===== src/rtl/sdram_port_arbiter.sv =====
// Round-robin arbiter sharing one SDRAM request/response FIFO pair among several requesters.
// A small tag FIFO remembers who issued each request so in-order responses return to the right port.
module sdram_port_arbiter #(
   parameter int NUM_PORTS       = 2,
   parameter int MAX_OUTSTANDING = 4,
   parameter int WORD_W          = 41
) (
   input  logic                              clk,
   input  logic                              rst_n,
   input  logic [NUM_PORTS-1:0]              req_valid,
   input  logic [NUM_PORTS*WORD_W-1:0]       req_data,
   output logic [NUM_PORTS-1:0]              req_ready,
   output logic [NUM_PORTS-1:0]              resp_valid,
   output logic [15:0]                       resp_data,
   input  logic [NUM_PORTS-1:0]              resp_ready,
   output logic [WORD_W-1:0]                 req_fifo_data,
   output logic                              req_fifo_write,
   input  logic                              req_fifo_full,
   input  logic [WORD_W-1:0]                 resp_fifo_data,
   output logic                              resp_fifo_read,
   input  logic                              resp_fifo_empty,
   output logic [$clog2(MAX_OUTSTANDING):0]  outstanding
);

   localparam int PTR_W  = $clog2(MAX_OUTSTANDING);
   localparam int CNT_W  = PTR_W + 1;
   localparam int PORT_W = (NUM_PORTS > 1) ? $clog2(NUM_PORTS) : 1;

   // Handshake: a transfer happens on the clock edge where valid and ready are both high;
   // ready never depends on anything the same port could change in response to ready.

   logic [PORT_W-1:0] last;
   logic [PORT_W-1:0] grant_idx;
   logic [PORT_W-1:0] cand;
   logic [PORT_W-1:0] head;
   logic [PORT_W-1:0] tag_mem [MAX_OUTSTANDING];
   logic [PTR_W-1:0]  wr_ptr;
   logic [PTR_W-1:0]  rd_ptr;
   logic              grant_found;
   logic              issue_ok;
   logic              tag_nonempty;
   logic              push;
   logic              pop;

   // The !req_fifo_write term covers the FIFO full flag lagging a registered write by one cycle.
   assign issue_ok     = !req_fifo_full && !req_fifo_write &&
                         (outstanding < CNT_W'(MAX_OUTSTANDING));
   assign tag_nonempty = (outstanding != '0);
   assign head         = tag_mem[rd_ptr];

   always_comb begin
      grant_found = 1'b0;
      grant_idx   = '0;
      cand        = '0;
      for (int i = 1; i <= NUM_PORTS; i++) begin
         cand = PORT_W'((int'(last) + i) % NUM_PORTS);
         if (!grant_found && req_valid[cand]) begin
            grant_found = 1'b1;
            grant_idx   = cand;
         end
      end
      req_ready = '0;
      if (issue_ok && grant_found) begin
         req_ready[grant_idx] = 1'b1;
      end
   end

   always_comb begin
      resp_valid = '0;
      for (int p = 0; p < NUM_PORTS; p++) begin
         resp_valid[p] = !resp_fifo_empty && tag_nonempty && (head == PORT_W'(p));
      end
   end

   assign resp_data      = resp_fifo_data[15:0];
   assign resp_fifo_read = |(resp_valid & resp_ready);
   assign push           = |req_ready;
   assign pop            = resp_fifo_read;

   always_ff @(posedge clk or negedge rst_n) begin
      if (!rst_n) begin
         req_fifo_write <= 1'b0;
         req_fifo_data  <= '0;
         last           <= PORT_W'(NUM_PORTS - 1);
         wr_ptr         <= '0;
         rd_ptr         <= '0;
         outstanding    <= '0;
         for (int i = 0; i < MAX_OUTSTANDING; i++) begin
            tag_mem[i] <= '0;
         end
      end else begin
         req_fifo_write <= push;
         if (push) begin
            req_fifo_data   <= req_data[grant_idx*WORD_W +: WORD_W];
            tag_mem[wr_ptr] <= grant_idx;
            wr_ptr          <= wr_ptr + 1'b1;
            last            <= grant_idx;
         end
         if (pop) begin
            rd_ptr <= rd_ptr + 1'b1;
         end
         case ({push, pop})
            2'b10:   outstanding <= outstanding + 1'b1;
            2'b01:   outstanding <= outstanding - 1'b1;
            default: outstanding <= outstanding;
         endcase
      end
   end

endmodule


===== config.mk =====
export PLATFORM = sky130hd
export DESIGN_NAME = sdram_port_arbiter
export DESIGN_NICKNAME = d
export VERILOG_FILES = /design/src/rtl/sdram_port_arbiter.sv
export SDC_FILE = /design/constraint.sdc
export NUM_CORES = 1
export LEC_CHECK = 0
export ABC_AREA = 0
export CAP_MARGIN = 10
export CORE_AREA = 2 2 76 78
export DETAILED_ROUTE_END_ITERATION = 7
export DIE_AREA = 0 0 78 80
export DONT_BUFFER_PORTS = 1
export GPL_TIMING_DRIVEN = 0
export SYNTH_ARGS = -nofsm -noshare
export SYNTH_HDL_FRONTEND = slang
export SYNTH_SLANG_ARGS = --single-unit

===== constraint.sdc =====
create_clock -name clk -period 2.4 [get_ports clk]
set_input_delay 0.12 -clock clk [delete_from_list [all_inputs] [get_ports clk]]
set_output_delay 0.12 -clock clk [all_outputs]
set_load 0.1 [all_outputs]

==> results of run 1 <==
-- area by class of cell --
cell class / count / share of cell area (%)
Multi-Input combinational cell: 81 / 21.1
Buffer: 30 / 5.82
Timing Repair Buffer: 89 / 24.9
Inverter: 47 / 4.88
Sequential cell: 54 / 37.8
Clock buffer: 6 / 2.01
Tap cell: 72 / 2.49
Clock inverter: 2 / 1.04
-- repair_timing --
| item | CTS | global route |
|---|---|---|
| endpoints found under the setup margin | 15 | 9 |
| pin swaps | 2 | 0 |
| endpoints found under the hold margin | 96 | 0 |
| hold buffers | 85 | 0 |
| setup buffers | 3 | 1 |
| resized for setup | 4 | 5 |
-- registers in the layout, indices dropped and copies added, names as in the netlist --
signal and flops:
wr_ptr 2, tag_mem 4, rd_ptr 2, req_fifo_write 1, last 1, req_fifo_data 41, outstanding 3
-- cell usage in the layout, fill, tap and decap left out, types with 3 or more instances in the layout --
master,Yosys,final
dlygate4sd3_1,0,84
dfrtp_1,53,49
inv_1,46,46
a222oi_1,41,41
buf_4,16,20
clkbuf_1,8,7
a21oi_1,6,6
clkbuf_8,0,5
buf_6,4,4
xor2_1,4,4
ha_1,5,4
nor2_1,4,3
dfrtp_4,0,3
-- stage by stage --
step                      area (µm²)  util, %  setup TNS [ns]  cells
after floorplan                 2500        -          -0.665    212
after detailed placement        2590     47.9           -2.52    284
after global placement          2590     47.8           -2.50    284
after global routing            3610     66.9          -0.949    381
after CTS                       3600     66.6          -0.652    380
final                           3610     66.9          -0.656    381
-- how the worst max path moves through the flow --
stage                     cells past startpoint                        from  slack [ns]                         end
after floorplan                               9       rd_ptr[0]$_DFFE_PN0N_       -0.36  outstanding[2]$_DFFE_PN0P_
after global placement                        9    req_fifo_write$_DFF_PN0_       -0.70  outstanding[2]$_DFFE_PN0P_
after detailed placement                      9    req_fifo_write$_DFF_PN0_       -0.74  outstanding[2]$_DFFE_PN0P_
after CTS                                     9       rd_ptr[0]$_DFFE_PN0N_       -0.44  outstanding[2]$_DFFE_PN0P_
after global routing                          9       rd_ptr[0]$_DFFE_PN0N_       -0.59  outstanding[2]$_DFFE_PN0P_
final                                         9  outstanding[0]$_DFFE_PN0P_       -0.43  outstanding[2]$_DFFE_PN0P_
-- cells by family after synthesis --
group                    count (synthesis)
buffers and inverters                   77
flip-flops                              54
AO/OA/AOI/OAI                           51
AND/OR/NAND/NOR                         15
XOR/XNOR                                 6
adder cells (fa/ha/maj)                  6
multiplexers                             3
-- routing by layer --
metal / up-vias / wire, µm / global-route usage [%]
met5: - / 0 / 0
met4: 0 / 121 / 8.07
met3: 12 / 722 / 8.14
met2: 148 / 3420 / 36.6
met1: 1027 / 2460 / 27.1
li1: 943 / - / -
==> impl_metrics.csv, run 1 <==
group,metric,value,unit
job,maxCapViolCount,0,
grt,first_global_vias,2195,
sta,hold_violations,0,
clock_network,htreeDepth,2,
detailed_routing,drtAntennaViolNets,0,
sta,slew_headroom,29.7,%
synth,syn_area,0.00247,mm²
synth,ys.flop_type,"dfrtp_1",
sta,tightest_slew,1.05,ns
hold_path,hold_start,"req_valid[0]",
synth,synth-xor-area-share,2.13,%
synth,synthAdderAreaFrac,3.34,%
detailed_routing,wire_per_inst,17.7,µm
synth,synth_fp_nets,349,
clock_network,clk_latency,0.30,ns
worst_setup_path,end_kind,"flip-flop",
floorplan,start_util,45.7,%
synth,yosys_warnings,0,
final_layout,multi_input_comb_area,763,µm²
floorplan,die_w,78,µm
sta,setup_viol,2,
worst_setup_path,cp_cell_sequence,"nor3_1, or2_2, nor2_4, ha_4, inv_1, fa_1, xor2_1, nor2_1, xor2_1",
clock_network,cts_tree,"built",
hold_path,hold_class,"in2reg",
synth,synth_enable_flop_cells,0,
sta,fmax,0.353,GHz
sta,finalCritPeriodShare,118,%
sta,drv_slew,0,
synth,ys_types,31,
detailed_routing,dr.pass1.iters,7,
final_layout,area_growth,46.2,%
detailed_routing,drt_wl_total,6730,µm
grt,antenna_found_initial,0,
sta,whs,0.0836,ns
worst_setup_path,slowest_delay,0.65,ns
worst_setup_path,worst-r2r-cell-count,9,
sta,rsz0062_at_grt,"true",
placed_design,dp_hpwl,4090,µm
worst_setup_path,slowest_stage,"dfrtp_4",
final_layout,regArea,0.00137,mm²
grt,grt_remaining_overflow,0,
worst_setup_path,critPathTopFamily,"simple AND/OR/NAND/NOR gates",
detailed_routing,drtIter0Drc,229,
status,outcome,"finished with violations",
synth,synth_simple_gate_area_share,3.54,%
clock_network,clkTransAtPathRegs,0.09,ns
worst_setup_path,timing.rr.start,"outstanding[0]$_DFFE_PN0P_",
floorplan,coreArea,0.00541,mm²
sta,min_period,2.83,ns
hold_path,holdPathStages,2,
synth,synth_top_area_share,53.7,%
floorplan,num_rows,27,
detailed_routing,drcViolationCount,0,
placed_design,place.gp.congestion,0.720,
synth,synth-compound-area-share,18.9,%
floorplan,io_pins,197,
sta,fin_ws,-0.432,ns
synth,muxShareOfSynthArea,1.87,%
synth,syn-instance-count,212,
worst_setup_path,crit_arrival,3.05,ns
clock_network,ctsLongestPathBuffers,2,
synth,synth_largest_area_cell,"dfrtp_1",
worst_setup_path,worstPathMaxFanout,4,
grt,grt_pass1_wl,10800,µm
floorplan,dieArea,0.00624,mm²
hold_path,whs_endpoint,"tag_mem[3]$_DFFE_PN0P_",
grt,grt_start_max_net_pins,55,
placed_design,dp_slack,-0.738,ns
grt,grt_usage,22.3,%
synth,synth.most_common_cell,"dfrtp_1",
worst_setup_path,start_kind,"flip-flop",
clock_network,clock_sinks,54,
floorplan,dieHeight,80,µm
synth,postSynthAreaPerCell,11.7,µm²
synth,ys_seq_area_share,54.7,%
worst_setup_path,criticalPathCategory,"reg2reg",
clock_network,cts_root_buf,"clkbuf_8",
status,violations,"negative setup slack",
worst_setup_path,worstPathRequired,2.62,ns
worst_setup_path,r2r-end,"outstanding[2]$_DFFE_PN0P_",
worst_setup_path,cp_num_buf_inv,1,
worst_setup_path,r2r_slack,-0.43,ns
clock_network,numCtsBuffers,5,
sta,final.setup_skew,0.00962,ns
detailed_routing,viasPerCell,5.59,
final_layout,fillers,408,
synth,async_flop_share,100,%
synth,synth_area_leaders,"dfrtp_1 (54%), a222oi_1 (17%), inv_1 (7.0%), buf_4 (4.9%), ha_1 (2.5%)",
final_layout,drive_above_1_share,16.8,%
final_layout,antenna_cells,0,
synth,synth_common_cells,"dfrtp_1 (53), inv_1 (46), a222oi_1 (41), buf_4 (16), clkbuf_1 (8)",
final_layout,final_nets,445,
worst_setup_path,cp_common_cell,"xor2_1",
synth,ys_ff_latch,54,
synth,synth_top_family_by_area,"compound AO/OA/AOI/OAI gates",
detailed_routing,vias,2130,
placed_design,io_buffers,0,
Power of run 1 is not shown: default switching activity piles up to over one toggle a cycle in this logic, so the estimate is an artifact.
==> inputs of run 2 (changes only) <==
--- a/config.mk
+++ b/config.mk
@@ -8,6 +8,7 @@
 export ABC_AREA = 0
 export CAP_MARGIN = 10
 export CORE_AREA = 2 2 76 78
+export CTS_BUF_LIST = sky130_fd_sc_hd__clkbuf_8
 export DETAILED_ROUTE_END_ITERATION = 7
 export DIE_AREA = 0 0 78 80
 export DONT_BUFFER_PORTS = 1
==> run 2 against run 1 <==
The flow still finishes with violations (negative setup slack); first-iteration DRC count fell by 3.5%; via count fell by 0.33%; die area did not move; worst hold slack barely moved; utilization did not move; fmax did not move; critical path depth did not move; clock-buffer cell count fell by 1; final cell count did not move; global-route usage did not move; sequential cell count did not move; register-to-register slack barely moved; critical path type unchanged; largest cell class unchanged.
==> impl_metrics.csv, run 2 (synthesized netlist as in run 1, its figures left out) <==
group,metric,value,unit
clock_network,numCtsBuffers,5,
floorplan,io_pins,197,
grt,grt_pass1_wl,10800,µm
grt,grt_usage,22.3,%
worst_setup_path,slowest_delay,0.65,ns
final_layout,largest_reg_flops,41,
final_layout,regMostFlops,"req_fifo_data",
worst_setup_path,slowest_stage,"dfrtp_4",
status,violations,"negative setup slack",
final_layout,multi_input_comb_area,763,µm²
floorplan,die_w,78,µm
worst_setup_path,critPathTopFamily,"simple AND/OR/NAND/NOR gates",
final_layout,final_cell_area,0.00361,mm²
sta,drv_slew,0,
worst_setup_path,worstPathMaxFanout,4,
sta,final.setup_skew,0.00927,ns
detailed_routing,drt_wl_total,6740,µm
worst_setup_path,cp_common_cell,"xor2_1",
worst_setup_path,cp_cell_sequence,"nor3_1, or2_2, nor2_4, ha_4, inv_1, fa_1, xor2_1, nor2_1, xor2_1",
clock_network,cts_tree,"built",
detailed_routing,drtAntennaViolNets,0,
sta,fin_ws,-0.432,ns
detailed_routing,dr.pass1.iters,6,
final_layout,area_growth,46.2,%
detailed_routing,wire_per_inst,17.7,µm
final_layout,drive_above_1_share,16.8,%
floorplan,num_rows,27,
grt,grt_remaining_overflow,0,
clock_network,clock_sinks,54,
clock_network,htreeDepth,2,
sta,finalCritPeriodShare,118,%
floorplan,dieHeight,80,µm
hold_path,hold_class,"in2reg",
clock_network,cts_root_buf,"clkbuf_8",
status,outcome,"finished with violations",
sta,hold_violations,0,
worst_setup_path,start_kind,"flip-flop",
grt,grt_start_max_net_pins,55,
clock_network,clkTransAtPathRegs,0.09,ns
floorplan,start_util,45.7,%
placed_design,place.gp.congestion,0.720,
detailed_routing,drtIter0Drc,221,
clock_network,clk_latency,0.30,ns
final_layout,final_common_cell,"dlygate4sd3_1",
worst_setup_path,worst-r2r-cell-count,9,
floorplan,dieArea,0.00624,mm²
final_layout,antenna_cells,0,
placed_design,dp_hpwl,4090,µm
clock_network,ctsLongestPathBuffers,2,
sta,rsz0062_at_grt,"true",
final_layout,largestRegisters,"req_fifo_data (41), tag_mem (4), outstanding (3)",
sta,min_period,2.83,ns
worst_setup_path,crit_arrival,3.05,ns
grt,antenna_found_initial,0,
job,maxCapViolCount,0,
final_layout,mostFrequentLayoutCells,"dlygate4sd3_1 (84), dfrtp_1 (49), inv_1 (47)",
worst_setup_path,criticalPathCategory,"reg2reg",
placed_design,placed_cell_area,0.00259,mm²
worst_setup_path,cp_num_buf_inv,1,
final_layout,fillers,408,
detailed_routing,drcViolationCount,0,
worst_setup_path,worstPathRequired,2.62,ns
sta,fmax,0.353,GHz
grt,first_global_vias,2195,
placed_design,io_buffers,0,
final_layout,final_nets,445,
sta,setup_viol,2,
sta,slew_headroom,29.7,%
worst_setup_path,crit_cells,9,
worst_setup_path,end_kind,"flip-flop",
final_layout,regArea,0.00137,mm²
detailed_routing,viasPerCell,5.57,
sta,tns,-0.656,ns
floorplan,coreArea,0.00541,mm²
hold_path,holdPathStages,2,
detailed_routing,vias,2123,
sta,tightest_slew,1.05,ns
## run 2: final cells by class
cell class                      count  area share [%]
Buffer                             30            5.82
Clock buffer                        5            1.90
Clock inverter                      3            1.14
Inverter                           47            4.88
Multi-Input combinational cell     81            21.1
Sequential cell                    54            37.8
Tap cell                           72            2.49
Timing Repair Buffer               89            24.9
## run 2: worst paths after layout
path | start | to | slack [ns]
max in group asynchronous | rst_n | outstanding[1]$_DFFE_PN0P_ | 1.79
worst min register to register | rd_ptr[1]$_DFFE_PN0N_ | rd_ptr[1]$_DFFE_PN0N_ | 0.49
worst max-delay path | outstanding[0]$_DFFE_PN0P_ | outstanding[2]$_DFFE_PN0P_ | -0.43
worst max register to register | outstanding[0]$_DFFE_PN0P_ | outstanding[2]$_DFFE_PN0P_ | -0.43
worst min-delay path | req_valid[0] | tag_mem[3]$_DFFE_PN0P_ | 0.08
min in group asynchronous | rst_n | req_fifo_data[7]$_DFFE_PN0P_ | 0.32
## run 2: timing repair
action | in CTS | in global routing
gates resized for setup | 4 | 5
hold buffers | 85 | 0
gates cloned | 0 | 0
setup endpoints to repair | 15 | 9
pin swaps | 2 | 0
endpoints found under the hold margin | 96 | 0
buffers inserted | 3 | 1
## run 2: routing by layer
layer  GRT usage (%)  routed length [µm]  vias to the layer above
li1                -                   -                      944
met1            27.1                2430                     1015
met2            36.6                3440                      152
met3            8.14                 753                       12
met4            8.07                 121                        0
met5               0                   0                        -
## run 2: metrics by stage
stage	cells	util (%)	setup slack, ns	hold slack, ns
global placement	284	47.8	-0.703	-0.174
CTS	380	66.6	-0.438	0.0725
finish	381	66.9	-0.432	0.0834
floorplan	212	-	-0.361	-0.176
detailed placement	284	47.9	-0.738	-0.174
global route	381	66.9	-0.594	0.0634
Power of run 2 is left out for the same reason.
==> inputs of run 3 (changes only) <==
--- a/config.mk
+++ b/config.mk
@@ -6,13 +6,14 @@
 export NUM_CORES = 1
 export LEC_CHECK = 0
 export ABC_AREA = 0
+export BUFFER_PORTS_ARGS = -buffer_cell sky130_fd_sc_hd__buf_2
 export CAP_MARGIN = 10
-export CORE_AREA = 2 2 76 78
+export CORE_MARGIN = 2
+export CORE_UTILIZATION = 37
 export CTS_BUF_LIST = sky130_fd_sc_hd__clkbuf_8
 export DETAILED_ROUTE_END_ITERATION = 7
-export DIE_AREA = 0 0 78 80
-export DONT_BUFFER_PORTS = 1
 export GPL_TIMING_DRIVEN = 0
+export PLACE_DENSITY = 0.79
 export SYNTH_ARGS = -nofsm -noshare
 export SYNTH_HDL_FRONTEND = slang
 export SYNTH_SLANG_ARGS = --single-unit
==> run 3 against run 2 <==
The run ends with design-rule violations left; non-clock buffer count rose by 71; sequential cell count unchanged; clock-buffer cell count is 1 higher; largest cell class unchanged.
==> impl_metrics.csv, run 3 (synthesized netlist as in run 1, its figures left out) <==
group,metric,value,unit
status,outcome,"finished with violations",
status,violations,"design-rule violations",
sta,finalCritPeriodShare,99.1,%
clock_network,htreeDepth,2,
final_layout,largest_reg_flops,41,
final_layout,drive_above_1_share,53.9,%
detailed_routing,wire_per_inst,14.0,µm
final_layout,final_common_cell,"buf_2",
placed_design,io_buffers,155,
detailed_routing,drcViolationCount,15,
final_layout,area_growth,42.7,%
sta,min_period,2.38,ns
final_layout,fin_cells,457,
clock_network,numCtsBuffers,5,
final_layout,regMostFlops,"req_fifo_data",
sta,tightest_slew,0.596,ns
clock_network,ctsLongestPathBuffers,2,
job,maxCapViolCount,0,
worst_setup_path,worstPathMaxFanout,3,
hold_path,hold_start,"req_data[54]",
clock_network,cts_tree,"built",
sta,drv_slew,0,
detailed_routing,drt_wl_total,6410,µm
placed_design,dp_hpwl,4870,µm
grt,grt_start_max_net_pins,55,
floorplan,dieArea,0.00735,mm²
grt,grt_usage,16.9,%
floorplan,coreArea,0.00642,mm²
worst_setup_path,worstPathRequired,2.61,ns
worst_setup_path,cp_num_buf_inv,1,
sta,rsz0062_at_grt,"true",
worst_setup_path,end_kind,"flip-flop",
placed_design,dp.cells,444,
detailed_routing,drtIter0Drc,233,
sta,setup_viol,0,
grt,grt_pass1_wl,9870,µm
grt,antenna_found_initial,0,
floorplan,num_rows,29,
detailed_routing,drtAntennaViolNets,0,
placed_design,placed_cell_area,0.00337,mm²
clock_network,clock_sinks,54,
final_layout,final_nets,516,
hold_path,hold_class,"in2reg",
grt,grt_remaining_overflow,0,
detailed_routing,dr.pass1.iters,8,
worst_setup_path,start_kind,"flip-flop",
sta,slew_headroom,60.3,%
final_layout,final_cell_area,0.00353,mm²
placed_design,place.gp.congestion,0.747,
worst_setup_path,crit_arrival,2.59,ns
worst_setup_path,r2r_slack,0.02,ns
worst_setup_path,slowest_delay,0.58,ns
worst_setup_path,cp_common_cell,"xor2_1",
worst_setup_path,crit_start,"rd_ptr[0]$_DFFE_PN0N_",
worst_setup_path,slowest_stage,"mux4_2",
sta,fmax,0.421,GHz
floorplan,dieHeight,85.7,µm
floorplan,io_pins,197,
worst_setup_path,cp_cell_sequence,"mux4_2, mux2i_4, nor2_4, ha_4, inv_2, fa_2, xor2_1, nor2_1, xor2_1",
final_layout,mostFrequentLayoutCells,"buf_2 (157), dfrtp_1 (50), inv_1 (47)",
worst_setup_path,critPathTopFamily,"multiplexers",
clock_network,clk_latency,0.30,ns
worst_setup_path,criticalPathCategory,"reg2reg",
grt,first_global_vias,2127,
final_layout,antenna_cells,0,
sta,final.setup_skew,0.00411,ns
sta,hold_violations,0,
floorplan,die_w,85.7,µm
detailed_routing,vias,2331,
clock_network,cts_root_buf,"clkbuf_8",
clock_network,clkTransAtPathRegs,0.09,ns
floorplan,start_util,38.5,%
worst_setup_path,timing.rr.start,"rd_ptr[0]$_DFFE_PN0N_",
detailed_routing,viasPerCell,5.10,
sta,fin_ws,0.0223,ns
sta,tns,0,ns
placed_design,dp_slack,-0.129,ns
final_layout,largestRegisters,"req_fifo_data (41), tag_mem (4), outstanding (3)",
-- run 3: what timing repair did --
item                                    in CTS  in global routing
hold buffers                                 0                  1
endpoints found under the hold margin        0                 24
pin swaps                                    1                  3
endpoints found under the setup margin       1                  1
setup buffers                                2                  1
gates resized for setup                      1                  4
-- run 3: per-layer routing --
layer | up-vias | global-route usage (%) | share of wire (%)
met2 | 134 | 28.8 | 49
met3 | 4 | 3.85 | 8.3
met4 | 0 | 4.62 | 0.98
met5 | - | 0 | 0
met1 | 1107 | 21.7 | 41
li1 | 1086 | - | -
-- run 3: worst paths after layout --
path / end / cells after the start
max in group asynchronous: req_fifo_data[32]$_DFFE_PN0P_ / 3
setup reg to reg: outstanding[2]$_DFFE_PN0P_ / 9
min in group asynchronous: outstanding[2]$_DFFE_PN0P_ / 2
setup / recovery: outstanding[2]$_DFFE_PN0P_ / 9
hold / removal: req_fifo_data[13]$_DFFE_PN0P_ / 3
hold reg to reg: req_fifo_data[28]$_DFFE_PN0P_ / 2
-- run 3: final cells by class --
| class | count | area (µm²) |
|---|---|---|
| plain buffers | 30 | 208 |
| clock buffers | 6 | 82.6 |
| clock inverters | 2 | 7.51 |
| fillers | 588 | 2900 |
| inverters | 47 | 176 |
| multi-input cells | 81 | 772 |
| flip-flops and latches | 54 | 1360 |
| well taps | 77 | 96.3 |
| repair buffers | 160 | 828 |
-- run 3: through the flow --
stage | hold WS [ns] | utilization [%]
2_1_floorplan | -0.176 | -
5_1_grt | 0.0208 | 54.9
4_1_cts | 0.0164 | 54.1
3_3_place_gp | 0.329 | 52.4
6_report | 0.0272 | 54.9
3_5_place_dp | 0.337 | 52.4
-- run 3: worst reg2reg max path: stages (launching register included) --
cell and delay [ns]:
dfrtp_1 0.40, mux4_2 0.58, mux2i_4 0.23, nor2_4 0.15, ha_4 0.15, inv_2 0.03
fa_2 0.33, xor2_1 0.14, nor2_1 0.12, xor2_1 0.17
Power of run 3 is left out for the same reason.
